**src/rtl/sfu_pkg.sv**
```systemverilog
// Shared SFU definitions used by the GELU LUT loader: loader FSM states,
// LUT RAM geometry and the base address of each GELU LUT segment.
package sfu_pkg;

    localparam int GELU_LUT_ADDR_W = 7;
    localparam int GELU_LUT_DATA_W = 16;

    // LUT segment bases inside the RAM, selected by the input exponent
    localparam logic [GELU_LUT_ADDR_W-1:0] GELU_LUT_SEG_BASE_NEG  = 7'h00; // exponent < 0
    localparam logic [GELU_LUT_ADDR_W-1:0] GELU_LUT_SEG_BASE_ZERO = 7'h20; // exponent == 0
    localparam logic [GELU_LUT_ADDR_W-1:0] GELU_LUT_SEG_BASE_ONE  = 7'h40; // exponent == 1

    typedef enum logic [1:0] {
        IDLE   = 2'd0,
        LOAD   = 2'd1,
        VERIFY = 2'd2,
        DONE   = 2'd3
    } gelu_ld_state_t;

endpackage

```
**src/rtl/lut_checksum_acc.sv**
```systemverilog
// Modular running sum of LUT words. Used on the load side and on the
// readback side of the loader when readback verification is built in.
module lut_checksum_acc #(
    parameter int DATA_WIDTH = 16
) (
    input  logic                  clk,
    input  logic                  rst_n,
    input  logic                  i_clear,
    input  logic                  i_add,
    input  logic [DATA_WIDTH-1:0] i_data,
    output logic [DATA_WIDTH-1:0] o_sum
);

    logic [DATA_WIDTH-1:0] r_sum;

    // Clear has priority over add; the sum wraps at DATA_WIDTH bits
    always_ff @(posedge clk or negedge rst_n) begin
        if (!rst_n) begin
            r_sum <= '0;
        end else if (i_clear) begin
            r_sum <= '0;
        end else if (i_add) begin
            r_sum <= r_sum + i_data;
        end
    end

    assign o_sum = r_sum;

endmodule

```
**src/rtl/gelu_lut_loader.sv**
```systemverilog
// GELU LUT loader: writer side of the GELU LUT RAM.
// Takes a valid/ready stream of LUT words and writes them to consecutive
// RAM addresses (wrapping) starting at cfg_base.
// Handshake: a word is transferred in a cycle where vld_in and rdy_out are
// both high; rdy_out already includes en, so nothing moves while stalled,
// and data_in must be held until it has been transferred.
// Optional readback verification is built when GELU_LUT_VERIFY_EN is defined.
module gelu_lut_loader
    import sfu_pkg::*;
#(
    parameter int ADDR_WIDTH = GELU_LUT_ADDR_W,
    parameter int DATA_WIDTH = GELU_LUT_DATA_W,
    parameter int LEN_WIDTH  = ADDR_WIDTH + 1
) (
    input  logic                  clk,
    input  logic                  rst_n,
    input  logic                  en,
    input  logic                  cfg_start,
    input  logic [ADDR_WIDTH-1:0] cfg_base,
    input  logic [LEN_WIDTH-1:0]  cfg_len,
    input  logic [DATA_WIDTH-1:0] data_in,
    input  logic                  vld_in,
    output logic                  rdy_out,
    output logic [ADDR_WIDTH-1:0] ram_addr,
    output logic [DATA_WIDTH-1:0] ram_data,
    output logic                  ram_we,
    output logic                  ram_re,
    input  logic [DATA_WIDTH-1:0] ram_q,
    output logic                  busy,
    output logic                  done,
    output logic                  lut_valid,
    output logic                  chk_err
);

    localparam logic [LEN_WIDTH-1:0] LEN_MAX = LEN_WIDTH'(2 ** ADDR_WIDTH);
    localparam logic [LEN_WIDTH-1:0] LEN_ONE = LEN_WIDTH'(1);

    gelu_ld_state_t r_state;
    gelu_ld_state_t w_state_nxt;

    logic [ADDR_WIDTH-1:0] r_base;
    logic [LEN_WIDTH-1:0]  r_len;
    logic [LEN_WIDTH-1:0]  r_idx;
    logic                  r_wr_pend;
    logic [ADDR_WIDTH-1:0] r_wr_addr;
    logic [DATA_WIDTH-1:0] r_wr_data;
    logic                  r_lut_valid;

    logic [LEN_WIDTH-1:0]  w_len_clip;
    logic [LEN_WIDTH-1:0]  w_idx_inc;
    logic                  w_start;
    logic                  w_accept;
    logic                  w_last_beat;
    logic                  w_verify_end;
    logic                  w_mismatch;

    assign w_len_clip  = (cfg_len > LEN_MAX) ? LEN_MAX : cfg_len;
    assign w_idx_inc   = r_idx + LEN_ONE;
    assign w_start     = en && (r_state == IDLE) && cfg_start;
    assign rdy_out     = en && (r_state == LOAD);
    assign w_accept    = vld_in && rdy_out;
    assign w_last_beat = w_accept && (w_idx_inc == r_len);

    // Next-state selection; the register below only advances when en is high
    always_comb begin
        w_state_nxt = r_state;
        case (r_state)
            IDLE: begin
                if (cfg_start) begin
                    w_state_nxt = (w_len_clip == '0) ? DONE : LOAD;
                end
            end
            LOAD: begin
                if (w_last_beat) begin
`ifdef GELU_LUT_VERIFY_EN
                    w_state_nxt = VERIFY;
`else
                    w_state_nxt = DONE;
`endif
                end
            end
            VERIFY: begin
                if (w_verify_end) begin
                    w_state_nxt = DONE;
                end
            end
            DONE:    w_state_nxt = IDLE;
            default: w_state_nxt = IDLE;
        endcase
    end

    // FSM state register, frozen while stalled
    always_ff @(posedge clk or negedge rst_n) begin
        if (!rst_n) begin
            r_state <= IDLE;
        end else if (en) begin
            r_state <= w_state_nxt;
        end
    end

    // Load datapath: latch config, count beats, stage each accepted beat as
    // the next cycle's RAM write, and maintain the sticky lut_valid flag
    always_ff @(posedge clk or negedge rst_n) begin
        if (!rst_n) begin
            r_base      <= '0;
            r_len       <= '0;
            r_idx       <= '0;
            r_wr_pend   <= 1'b0;
            r_wr_addr   <= '0;
            r_wr_data   <= '0;
            r_lut_valid <= 1'b0;
        end else if (en) begin
            r_wr_pend <= w_accept;
            if (w_start) begin
                r_base <= cfg_base;
                r_len  <= w_len_clip;
                r_idx  <= '0;
            end
            if (w_accept) begin
                r_wr_addr <= r_base + r_idx[ADDR_WIDTH-1:0];
                r_wr_data <= data_in;
                r_idx     <= w_idx_inc;
            end
            // Entering DONE publishes the result; a new start clears it
            if ((w_state_nxt == DONE) && (r_state != DONE)) begin
                r_lut_valid <= !w_mismatch;
            end else if (w_start) begin
                r_lut_valid <= 1'b0;
            end
        end
    end

`ifdef GELU_LUT_VERIFY_EN
    logic [LEN_WIDTH-1:0]  r_vcnt;
    logic                  r_rd_pend;
    logic                  r_chk_err;
    logic                  w_rd_issue;
    logic                  w_q_take;
    logic [ADDR_WIDTH-1:0] w_rd_addr;
    logic [DATA_WIDTH-1:0] w_ld_sum;
    logic [DATA_WIDTH-1:0] w_rd_sum;
    logic [DATA_WIDTH-1:0] w_rd_total;

    // Reads start once the final write has left the pipeline
    assign w_rd_issue   = en && (r_state == VERIFY) && !r_wr_pend && (r_vcnt != r_len);
    assign w_q_take     = en && (r_state == VERIFY) && r_rd_pend;
    assign w_rd_addr    = r_base + r_vcnt[ADDR_WIDTH-1:0];
    assign w_rd_total   = w_rd_sum + ram_q;
    assign w_verify_end = w_q_take && (r_vcnt == r_len);
    assign w_mismatch   = w_verify_end && (w_rd_total != w_ld_sum);

    // Readback sequencing and the sticky checksum error flag
    always_ff @(posedge clk or negedge rst_n) begin
        if (!rst_n) begin
            r_vcnt    <= '0;
            r_rd_pend <= 1'b0;
            r_chk_err <= 1'b0;
        end else if (en) begin
            r_rd_pend <= w_rd_issue;
            if (w_start) begin
                r_vcnt    <= '0;
                r_chk_err <= 1'b0;
            end else if (w_rd_issue) begin
                r_vcnt <= r_vcnt + LEN_ONE;
            end
            if (w_mismatch) begin
                r_chk_err <= 1'b1;
            end
        end
    end

    lut_checksum_acc #(.DATA_WIDTH(DATA_WIDTH)) u_ld_sum (
        .clk     (clk),
        .rst_n   (rst_n),
        .i_clear (w_start),
        .i_add   (w_accept),
        .i_data  (data_in),
        .o_sum   (w_ld_sum)
    );

    lut_checksum_acc #(.DATA_WIDTH(DATA_WIDTH)) u_rd_sum (
        .clk     (clk),
        .rst_n   (rst_n),
        .i_clear (w_start),
        .i_add   (w_q_take),
        .i_data  (ram_q),
        .o_sum   (w_rd_sum)
    );

    assign ram_re   = w_rd_issue;
    assign ram_addr = ((r_state == VERIFY) && !r_wr_pend) ? w_rd_addr : r_wr_addr;
    assign chk_err  = r_chk_err;
`else
    logic w_unused_q;

    // Unreachable without readback; lets a corrupted state fall back to DONE
    assign w_verify_end = 1'b1;
    assign w_mismatch   = 1'b0;
    assign w_unused_q   = ^ram_q;
    assign ram_re       = 1'b0;
    assign ram_addr     = r_wr_addr;
    assign chk_err      = 1'b0;
`endif

    assign ram_data  = r_wr_data;
    assign ram_we    = en && r_wr_pend;
    assign busy      = (r_state != IDLE);
    assign done      = en && (r_state == DONE);
    assign lut_valid = r_lut_valid;

endmodule

```
**config.mk**
```make
export PLATFORM = sky130hd
export DESIGN_NAME = gelu_lut_loader
export DESIGN_NICKNAME = d
export VERILOG_FILES = /design/src/rtl/sfu_pkg.sv /design/src/rtl/lut_checksum_acc.sv /design/src/rtl/gelu_lut_loader.sv
export SDC_FILE = /design/constraint.sdc
export NUM_CORES = 1
export LEC_CHECK = 0
export ABC_AREA = 1
export CORE_AREA = 2 2 84 86
export CTS_BUF_LIST = sky130_fd_sc_hd__clkbuf_4
export CTS_CLUSTER_SIZE = 28
export DETAILED_ROUTE_END_ITERATION = 10
export DIE_AREA = 0 0 86 88
export DONT_BUFFER_PORTS = 1
export PLACE_DENSITY_LB_ADDON = 0.25
export SYNTH_ARGS = -nofsm -noshare
export SYNTH_HDL_FRONTEND = slang
export SYNTH_SLANG_ARGS = --single-unit
```
**constraint.sdc**
```tcl
create_clock -name clk -period 1.9 [get_ports clk]
set_input_delay 0.19 -clock clk [delete_from_list [all_inputs] [get_ports clk]]
set_output_delay 0.19 -clock clk [all_outputs]
set_load 0.02 [all_outputs]
```
==> results of run 1 <==
placed cells by master, fill, tap and decap left out, types with 9 or more instances in the layout:
cell           instances
nand2_1              133
dfrtp_1               50
inv_1                 33
dlygate4sd3_1         33
nor2_1                17
nand3_1               15
o21ai_0               13
buf_4                 12
o22ai_1                9
ha_1                   9
flip-flops by register name, indices dropped and copies added, names as in the netlist:
name	count
ram_addr	7
ram_data	16
r_state	2
r_len	8
r_wr_pend	1
lut_valid	1
r_base	7
r_idx	8
path summary, 6_finish.rpt:
path                                             from                       to  slack (ps)  depth (start not counted)
worst min-delay path                               en   r_state[0]$_DFFE_PN0P_          30                          2
worst min register to register  r_base[0]$_DFFE_PN0P_    r_base[0]$_DFFE_PN0P_         510                          2
max in group asynchronous                       rst_n    r_base[1]$_DFFE_PN0P_        1330                          2
worst max-delay path             r_idx[1]$_DFFE_PN0P_  ram_addr[5]$_DFFE_PN0P_         130                         11
worst max register to register   r_idx[1]$_DFFE_PN0P_  ram_addr[5]$_DFFE_PN0P_         130                         11
min in group asynchronous                       rst_n    r_base[6]$_DFFE_PN0P_         350                          2
metal layers:
layer / routed length, um / vias to the layer above
li1: - / 1109
met1: 2570 / 1010
met2: 2730 / 41
met3: 234 / 5
met4: 61 / 0
met5: 0 / -
stage by stage:
step | utilization | total power [uW] | cell area (um^2) | hold WS (ps)
2_1_floorplan | - | 3140 | 2580 | -106
3_3_place_gp | 0.406 | 3500 | 2700 | -105
3_5_place_dp | 0.406 | 3540 | 2700 | -104
4_1_cts | 0.465 | 4080 | 3090 | 1.22
5_1_grt | 0.473 | 4480 | 3140 | 31.7
6_report | 0.473 | 4110 | 3140 | 28.5
cells by family (layout without fill, tap and decap cells):
group,Yosys count,in the layout
other,1,2
xor gates and xnor gates,4,4
buffers and inverters,48,89
adders and majority gates,12,12
DFF,50,50
and+or+nand+nor,178,178
AOI/OAI and AO/OA,34,34
cell usage after synthesis (2+ instances only):
library cell,count
nand2_1,134
dfrtp_1,50
inv_1,34
nor2_1,17
nand3_1,15
o21ai_0,15
ha_1,11
o22ai_1,9
a21oi_1,5
xor2_1,4
buf_1,3
buf_4,3
clkbuf_1,3
inv_2,3
buf_2,2
nand3b_1,2
nand4_1,2
power by group through the flow:
stage | registers [uW] | clock network [uW] | logic, uW
global route | 2150 | 497 | 1830
CTS | 2100 | 470 | 1520
finish | 2090 | 444 | 1580
detailed placement | 2120 | 0 | 1430
global placement | 2110 | 0 | 1380
floorplan | 2060 | 0 | 1080
worst max-delay path, cell delays in order (launching register included):
cell and delay (ps):
dfrtp_1 450, buf_4 160, ha_1 270, nand2_1 60, nor2_1 50, a211oi_2 170
nor2_1 80, o21ai_1 130, nand2_1 80, nor2_1 80, nand3b_1 100, nand2_1 50
final cells by class:
class | count | area share
Clock buffer | 5 | 0.0119
Clock inverter | 1 | 0.00119
Inverter | 37 | 0.0442
Multi-Input combinational cell | 230 | 0.370
Sequential cell | 50 | 0.398
Tap cell | 80 | 0.0318
Timing Repair Buffer | 46 | 0.143
timing repair:
item	4_1_cts	5_1_grt
hold buffers	33	1
buffers inserted	0	2
gates resized for setup	0	10
endpoints found under the setup margin	0	5
hold endpoints to repair	83	1
==> results_dict.tcl, run 1 <==
set metrics [dict create \
    outcome "complete, no violations" \
    top_usage_layer "met2" \
    rsz0062_at_grt "yes" \
    grt_overflow 0 \
    synth_flop_cell "dfrtp_1" \
    syn_avg_cell_area_um2 7.88 \
    switching_share 0.441 \
    synth-compound-area-share 0.0767 \
    start_util 0.388 \
    cts_buffers 5 \
    grt.met1_usage 0.193 \
    slew_violations 0 \
    pre_cts_ws_ps 57.3 \
    worst_ep_arrival_time_ps 2020 \
    yosysWarnings 0 \
    clk_path_buf_depth 2 \
    wire_per_inst_um 12.5 \
    synth_xor_area_frac 0.0136 \
    die_width_um 86 \
    power_density_nw_per_um2 1310 \
    drc 0 \
    synthArstFlopShare 1.00 \
    std_cell_rows 30 \
    final.setup.tns_ps 0 \
    core-area_um2 6640 \
    clk_pin_slew_ps 130 \
    ys_types 32 \
    n_fill_cell 646 \
    antenna_found_initial 0 \
    via_per_inst 4.82 \
    setup_slack_ps 133 \
    comb_power_share 0.383 \
    synth_top_area_frac 0.486 \
    p_switching_uw 1820 \
    multiInputGateArea_um2 1160 \
    crit_fanout 3 \
    finClkSkew_ps 8.55 \
    cts_max_level 2 \
    root_buffer "clkbuf_4" \
    die_area_um2 7570 \
    synth_top_cell_by_area "dfrtp_1" \
    nets 434 \
    dpl.hpwl_um 3880 \
    grt_use_total 0.154 \
    grtUsageMet3 0.0368 \
    clkPwrFrac 0.108 \
    syn-instance-count 327 \
    drt_iter0_markers 67 \
    grt_pass1_wl_um 9340 \
    synth_seq_cells 50 \
    dp_cells 407 \
    drv_cap 0 \
    met2_usage 0.268 \
    worstSkewPairLatency_ps 360 \
    drive_gt1_frac 0.0949 \
    yosys-top-cells-area "dfrtp_1 49%, nand2_1 20%, ha_1 5.3%, inv_1 5.0%, nand3_1 2.9%" \
    p_seq_frac 0.509 \
    synth-simple-area-share 0.286 \
    hold_violations 0 \
    antenna_left 0 \
    worst_hold_path_type "in -> reg" \
    fin_crit_ps 1770 \
    cp-end-kind "flop" \
    synthAdderAreaFrac 0.0612 \
    synth_area_um2 2580 \
    fin_crit_sh 0.930 \
    finalSetupViolCount 0 \
    numPortBuffers 0 \
    route.vias.total 2165 \
    fmaxAchievable_mhz 566 \
    synth.area.mux_share 0 \
    synth_top_family_by_area "simple AND/OR/NAND/NOR gates" \
    drtPass1Iterations 4 \
    grt_max_degree 51 \
    p_leak_uw 0.00161 \
    p_int_uw 2300 \
    insertedDiodeCount 0 \
    vdd_drop_max_uv 731 \
    area_growth_pct 22.0 \
    regArea_um2 1250 \
    gp_congestion 0.807 \
    cp-start-kind "flop" \
    yosysSeqAreaShare 0.486 \
    synth_edf_count 0 \
    cts_sinks 50 \
    die_h_um 88 \
    fin_cells 449 \
    tritoncts "yes" \
    io_pins 82 \
    critical_path_class "reg -> reg" \
    grt_pass1_vias 2135 \
    drt-total-wl_um 5590 \
    cp_data_required_time_ps 2160 \
]
No activity file was read; power rests on OpenSTA's default activity.
==> inputs of run 2 (changes only) <==
Settings changed: ABC_AREA 1 to 0, CORE_AREA 2 2 84 86 to 2 2 85 87, DIE_AREA 0 0 86 88 to 0 0 87 89, SKIP_LAST_GASP from default to 1.
==> run 2 against run 1 <==
Count of clock-buffer cells in the layout stayed put. Synthesized cell count is 13% lower. Final cell count is 6.2% lower. Area after synthesis is 3.3% higher. Worst setup slack worse by 37 ps. Sequential power is 3% higher. Critical path type unchanged. Critical endpoint is now ram_addr[6]$_DFFE_PN0P_. Largest power group unchanged.
==> results_dict.tcl, run 2 <==
set metrics [dict create \
    cts_buffers 5 \
    std_cell_rows 30 \
    layout_commonest_cell "nand2_1" \
    via_per_inst 5.19 \
    wire_per_inst_um 14.3 \
    cts_sinks 50 \
    clk_pin_slew_ps 160 \
    grt_use_total 0.166 \
    wl_met1_um 2720 \
    synth_top_area_frac 0.470 \
    synth_seq_cells 50 \
    wl_met3_um 354 \
    hold_path_end "r_state[0]$_DFFE_PN0P_" \
    critical_path_class "reg -> reg" \
    synth_edf_count 0 \
    grt_pass1_wl_um 10300 \
    syn_avg_cell_area_um2 9.33 \
    fin_crit_sh 0.949 \
    cp-end-kind "flop" \
    p_leak_uw 0.00156 \
    cp-start-kind "flop" \
    power_density_nw_per_um2 1310 \
    final_cell_mix "73 x nand2_1, 48 x dfrtp_1, 40 x dlygate4sd3_1" \
    rsz0062_at_grt "yes" \
    drtPass1Iterations 4 \
    fmaxAchievable_mhz 554 \
    numPortBuffers 0 \
    grt_max_degree 51 \
    fin_crit_ps 1800 \
    drv_cap 0 \
    dpl.hpwl_um 4050 \
    root_buffer "clkbuf_4" \
    slew_violations 0 \
    insertedDiodeCount 0 \
    synthArstFlopShare 1.00 \
    highest_layer "met4" \
    hold_depth 3 \
    io_pins 82 \
    route.vias.total 2183 \
    antenna_left 0 \
    drc 0 \
    cts_max_level 2 \
    reg2reg_depth 8 \
    hold_start "cfg_start" \
    reg2reg_to "ram_addr[6]$_DFFE_PN0P_" \
    die_width_um 87 \
    crit_fanout 3 \
    grt_overflow 0 \
    yosys-top-cells-area "dfrtp_1 47%, nand2_1 10%, ha_1 5.2%, o21ai_0 4.0%, mux2_2 3.4%" \
    syn-instance-count 285 \
    ys_types 47 \
    synth_flop_cell "dfrtp_1" \
    vdd_drop_max_uv 731 \
    timing.slew.headroom 0.649 \
    worstSkewPairLatency_ps 390 \
    nets 404 \
    worst_hold_path_type "in -> reg" \
    largest_reg_flops 16 \
    finClkSkew_ps 12.2 \
    tightest_slew_ps 521 \
    pre_cts_ws_ps 53.4 \
    yosysWarnings 0 \
    worst_ep_arrival_time_ps 2120 \
    synth.most_common_cell "nand2_1" \
    setup_slack_ps 96.5 \
    cp_data_required_time_ps 2220 \
    grt_pass1_vias 2268 \
    drive_gt1_frac 0.161 \
    core-area_um2 6720 \
    area_growth_pct 28.5 \
    hold_violations 0 \
    yosysSeqAreaShare 0.470 \
    gp_congestion 0.765 \
    drt-total-wl_um 6010 \
    r2r-start "r_idx[0]$_DFFE_PN0P_" \
    dr_wl_met2_um 2860 \
    tritoncts "yes" \
    synth_top_cell_by_area "dfrtp_1" \
    finalSetupViolCount 0 \
    reg2reg_slack_ps 100 \
    die_area_um2 7740 \
    antenna_found_initial 0 \
    outcome "complete, no violations" \
    synthTopCellsByCount "73 x nand2_1, 50 x dfrtp_1, 21 x o21ai_0" \
    clk_path_buf_depth 2 \
    drt_iter0_markers 97 \
    whs_ps 121 \
    synth_area_um2 2660 \
    start_util 0.396 \
    die_h_um 89 \
    utilization 0.509 \
]
-- run 2: cell types whose count changed after synthesis, moves of 4 or more --
cell / before / now
a21oi_1: 5 / 9
inv_1: 34 / 11
xnor2_1: 0 / 8
o22ai_1: 9 / 0
nand3_1: 15 / 7
nand2b_1: 0 / 8
o31ai_1: 0 / 5
and2_1: 0 / 5
clkbuf_1: 3 / 7
nand2_1: 134 / 73
o21ai_0: 15 / 21
nor2_1: 17 / 6
o21ai_1: 0 / 4
mux2_2: 0 / 8
-- run 2: where the power goes --
group          switching [uW]  leakage, uW  internal (uW)
Combinational             820     0.000889            824
Sequential                641     0.000628           1510
Clock                     379    0.0000462            287
-- run 2: cell type report --
| class | instances | area [um^2] |
|---|---|---|
| multi-input combinational | 211 | 1350 |
| clock inverter | 3 | 47.5 |
| fill | 634 | 3300 |
| sequential | 50 | 1250 |
| timing repair buffer | 61 | 591 |
| inverter | 11 | 41.3 |
| tap | 80 | 100 |
| clock buffer | 5 | 37.5 |
-- run 2: how the worst max path moves through the flow --
stage          cells after the start                       to                 start
6_report                           8  ram_addr[6]$_DFFE_PN0P_  r_idx[0]$_DFFE_PN0P_
5_1_grt                            8  ram_addr[6]$_DFFE_PN0P_  r_idx[0]$_DFFE_PN0P_
4_1_cts                            8  ram_addr[6]$_DFFE_PN0P_  r_idx[0]$_DFFE_PN0P_
3_5_place_dp                       8  ram_addr[6]$_DFFE_PN0P_  r_idx[0]$_DFFE_PN0P_
3_3_place_gp                       8  ram_addr[6]$_DFFE_PN0P_  r_idx[0]$_DFFE_PN0P_
2_1_floorplan                      8  ram_addr[6]$_DFFE_PN0P_  r_idx[0]$_DFFE_PN0P_
-- run 2: timing repair --
item,CTS,global route
hold buffers,41,0
endpoints found under the hold margin,84,0
pin swaps,0,10
buffers inserted,1,2
setup endpoints to repair,1,6
resized for setup,0,17
-- run 2: worst max-delay path: stages, from the launching register on --
cell	delay, ps
dfrtp_1	440
ha_2	210
inv_2	60
fa_2	210
nor2b_2	50
o21ai_2	170
a21oi_2	80
or3b_1	340
a31oi_1	170
-- run 2: cells by family after synthesis --
kind of cell / Yosys count / share of synthesized area
simple gates: 119 / 0.214
compound gates: 58 / 0.137
flops: 50 / 0.470
buf+inv: 25 / 0.0452
fa+ha+maj: 12 / 0.0593
xor+xnor: 12 / 0.0395
mux: 8 / 0.0339
other cells: 1 / 0.00141
-- run 2: routing by layer --
layer | global-route usage | vias up
met3 | 0.0369 | 6
met5 | 0 | -
met4 | 0.0440 | 0
met2 | 0.291 | 60
li1 | - | 1081
met1 | 0.207 | 1036
-- run 2: stage by stage --
step                      cell area [um^2]  TNS, ps  total power (uW)  cells
after floorplan                       2660        0              3210    286
after global placement                2830        0              3590    370
after detailed placement              2830        0              3640    370
after CTS                             3350        0              4420    420
after global routing                  3420    -70.9              4850    421
final                                 3420        0              4460    421
==> inputs of run 3 (changes only) <==
Settings changed: ABC_AREA 0 to default, CORE_AREA 2 2 85 87 to 2 2 73 75, DIE_AREA 0 0 87 89 to 0 0 75 77.
==> run 3 against run 2 <==
Non-clock buffer count is 7 lower. Clock skew is 5.8 ps lower. Flip-flop and latch count stayed put. Critical path depth stayed put. Global-route usage is 4.2 points higher. First-iteration DRC count is 39% lower. Die area is 25% lower. Sequential power hardly changed. Critical endpoint unchanged. Routed wire length is 8.3% lower. Count of clock-buffer cells in the layout stayed put. Hold slack worse by 86 ps.
==> results_dict.tcl, run 3 (synthesized netlist as in run 2, its figures left out) <==
set metrics [dict create \
    totalPowerFinal_uw 4150 \
    start_util 0.534 \
    clk_path_buf_depth 2 \
    fin_crit_ps 1800 \
    wire_per_inst_um 13.6 \
    grt_max_degree 51 \
    worst_ep_arrival_time_ps 2100 \
    drt-total-wl_um 5510 \
    drt_iter0_markers 59 \
    antenna_left 0 \
    grt_overflow 0 \
    largest_reg_flops 16 \
    critical-path-top-delay-family "flip-flops" \
    worstSkewPairLatency_ps 370 \
    cp_num_buf_inv 1 \
    gp_congestion 0.808 \
    slowest_stage "dfrtp_1" \
    core-area_um2 4980 \
    std_cell_rows 26 \
    grt_pass1_wl_um 9430 \
    finalInstanceArea_um2 3280 \
    layout_commonest_cell "nand2_1" \
    finClkSkew_ps 6.40 \
    utilization 0.658 \
    clk_pin_slew_ps 150 \
    regArea_um2 1250 \
    top_usage_layer "met2" \
    power_density_nw_per_um2 1270 \
    die_area_um2 5780 \
    final.setup.tns_ps 0 \
    crit_fanout 3 \
    critical_path_class "reg -> reg" \
    dpl.hpwl_um 3740 \
    vdd_drop_max_uv 827 \
    die_h_um 77 \
    via_per_inst 5.26 \
    tritoncts "yes" \
    slew_violations 0 \
    dpl_cell_area_um2 2790 \
    met2_usage 0.353 \
    worst_hold_path_type "in -> reg" \
    numPortBuffers 0 \
    grt_pass1_vias 2201 \
    insertedDiodeCount 0 \
    finalSetupViolCount 0 \
    cts_max_level 2 \
    grt.met1_usage 0.257 \
    cp-start-kind "flop" \
    rsz0062_at_grt "no" \
    die_width_um 75 \
    root_buffer "clkbuf_4" \
    hold_violations 0 \
    drtPass1Iterations 4 \
    io_pins 82 \
    grtUsageMet3 0.0407 \
    antenna_found_initial 0 \
    cp_data_required_time_ps 2200 \
    n_fill_cell 407 \
    fmaxAchievable_mhz 557 \
    drive_gt1_frac 0.138 \
    critPathMaxStageDelay_ps 430 \
    cp-end-kind "flop" \
    multiInputGateArea_um2 1320 \
    fin_crit_sh 0.945 \
    drc 0 \
    cts_sinks 50 \
    grt_use_total 0.208 \
    cts_buffers 5 \
    route.vias.total 2126 \
    p_leak_uw 0.00151 \
    drv_cap 0 \
    final_cell_mix "72 x nand2_1, 50 x dfrtp_1, 38 x dlygate4sd3_1" \
    path_cells "ha_2 -> inv_1 -> fa_2 -> nor2b_1 -> o21ai_2 -> a21oi_2 -> or3b_1 -> a31oi_1" \
    outcome "complete, no violations" \
    area_growth_pct 23.1 \
    nets 397 \
]
run 3: cell count changes in the layout (fill, tap and decap cells not counted), moves of 2 or more:
cell,change
buf_4,-4
dfrtp_1,+2
dfrtp_2,-2
dlygate4sd3_1,-2
inv_6,-2
xnor2_1,+2
xnor2_2,-2
run 3: path summary, 6_finish.rpt:
check,from,to,slack (ps),cells past startpoint
worst max-delay path,r_idx[0]$_DFFE_PN0P_,ram_addr[6]$_DFFE_PN0P_,100,8
worst min-delay path,en,r_wr_pend$_DFFE_PN0P_,30,2
worst max register to register,r_idx[0]$_DFFE_PN0P_,ram_addr[6]$_DFFE_PN0P_,100,8
worst min register to register,r_wr_pend$_DFFE_PN0P_,r_wr_pend$_DFFE_PN0P_,490,1
max in group asynchronous,rst_n,r_len[6]$_DFFE_PN0P_,1370,2
min in group asynchronous,rst_n,ram_addr[5]$_DFFE_PN0P_,320,2
run 3: final cells by class:
class                           count  area share
Multi-Input combinational cell    211       0.403
Sequential cell                    50       0.382
Timing Repair Buffer               54       0.159
Tap cell                           70      0.0267
Inverter                           11      0.0126
Clock buffer                        5      0.0115
Clock inverter                      3     0.00497
run 3: worst register-to-register path, cell delays in order, from the launching register on:
cell and delay, ps:
dfrtp_1 430, ha_2 190, inv_1 80, fa_2 220, nor2b_1 60, o21ai_2 170, a21oi_2 90, or3b_1 370
a31oi_1 120
run 3: power by group:
group / internal [uW] / switching (uW)
clock: 138 / 342
combinational: 735 / 788
sequential: 1510 / 641
total: 2380 / 1770
run 3: metal layers:
| layer | routed length [um] | part of all wire |
|---|---|---|
| met1 | 2450 | 0.44 |
| met5 | 0 | 0 |
| met4 | 84 | 0.015 |
| met2 | 2700 | 0.49 |
| met3 | 273 | 0.050 |
run 3: through the flow:
stage	worst slack [ps]	instances	hold WS, ps
floorplan	135	286	-106
global placement	116	357	-104
detailed placement	68.8	357	-104
CTS	42.7	404	16.3
global route	0.486	404	30.0
finish	104	404	34.6
run 3: repair_timing:
action / in CTS / in global routing
resized for setup: 0 / 9
setup buffers: 0 / 0
endpoints found under the hold margin: 83 / 0
hold buffers: 39 / 0
setup endpoints to repair: 0 / 9
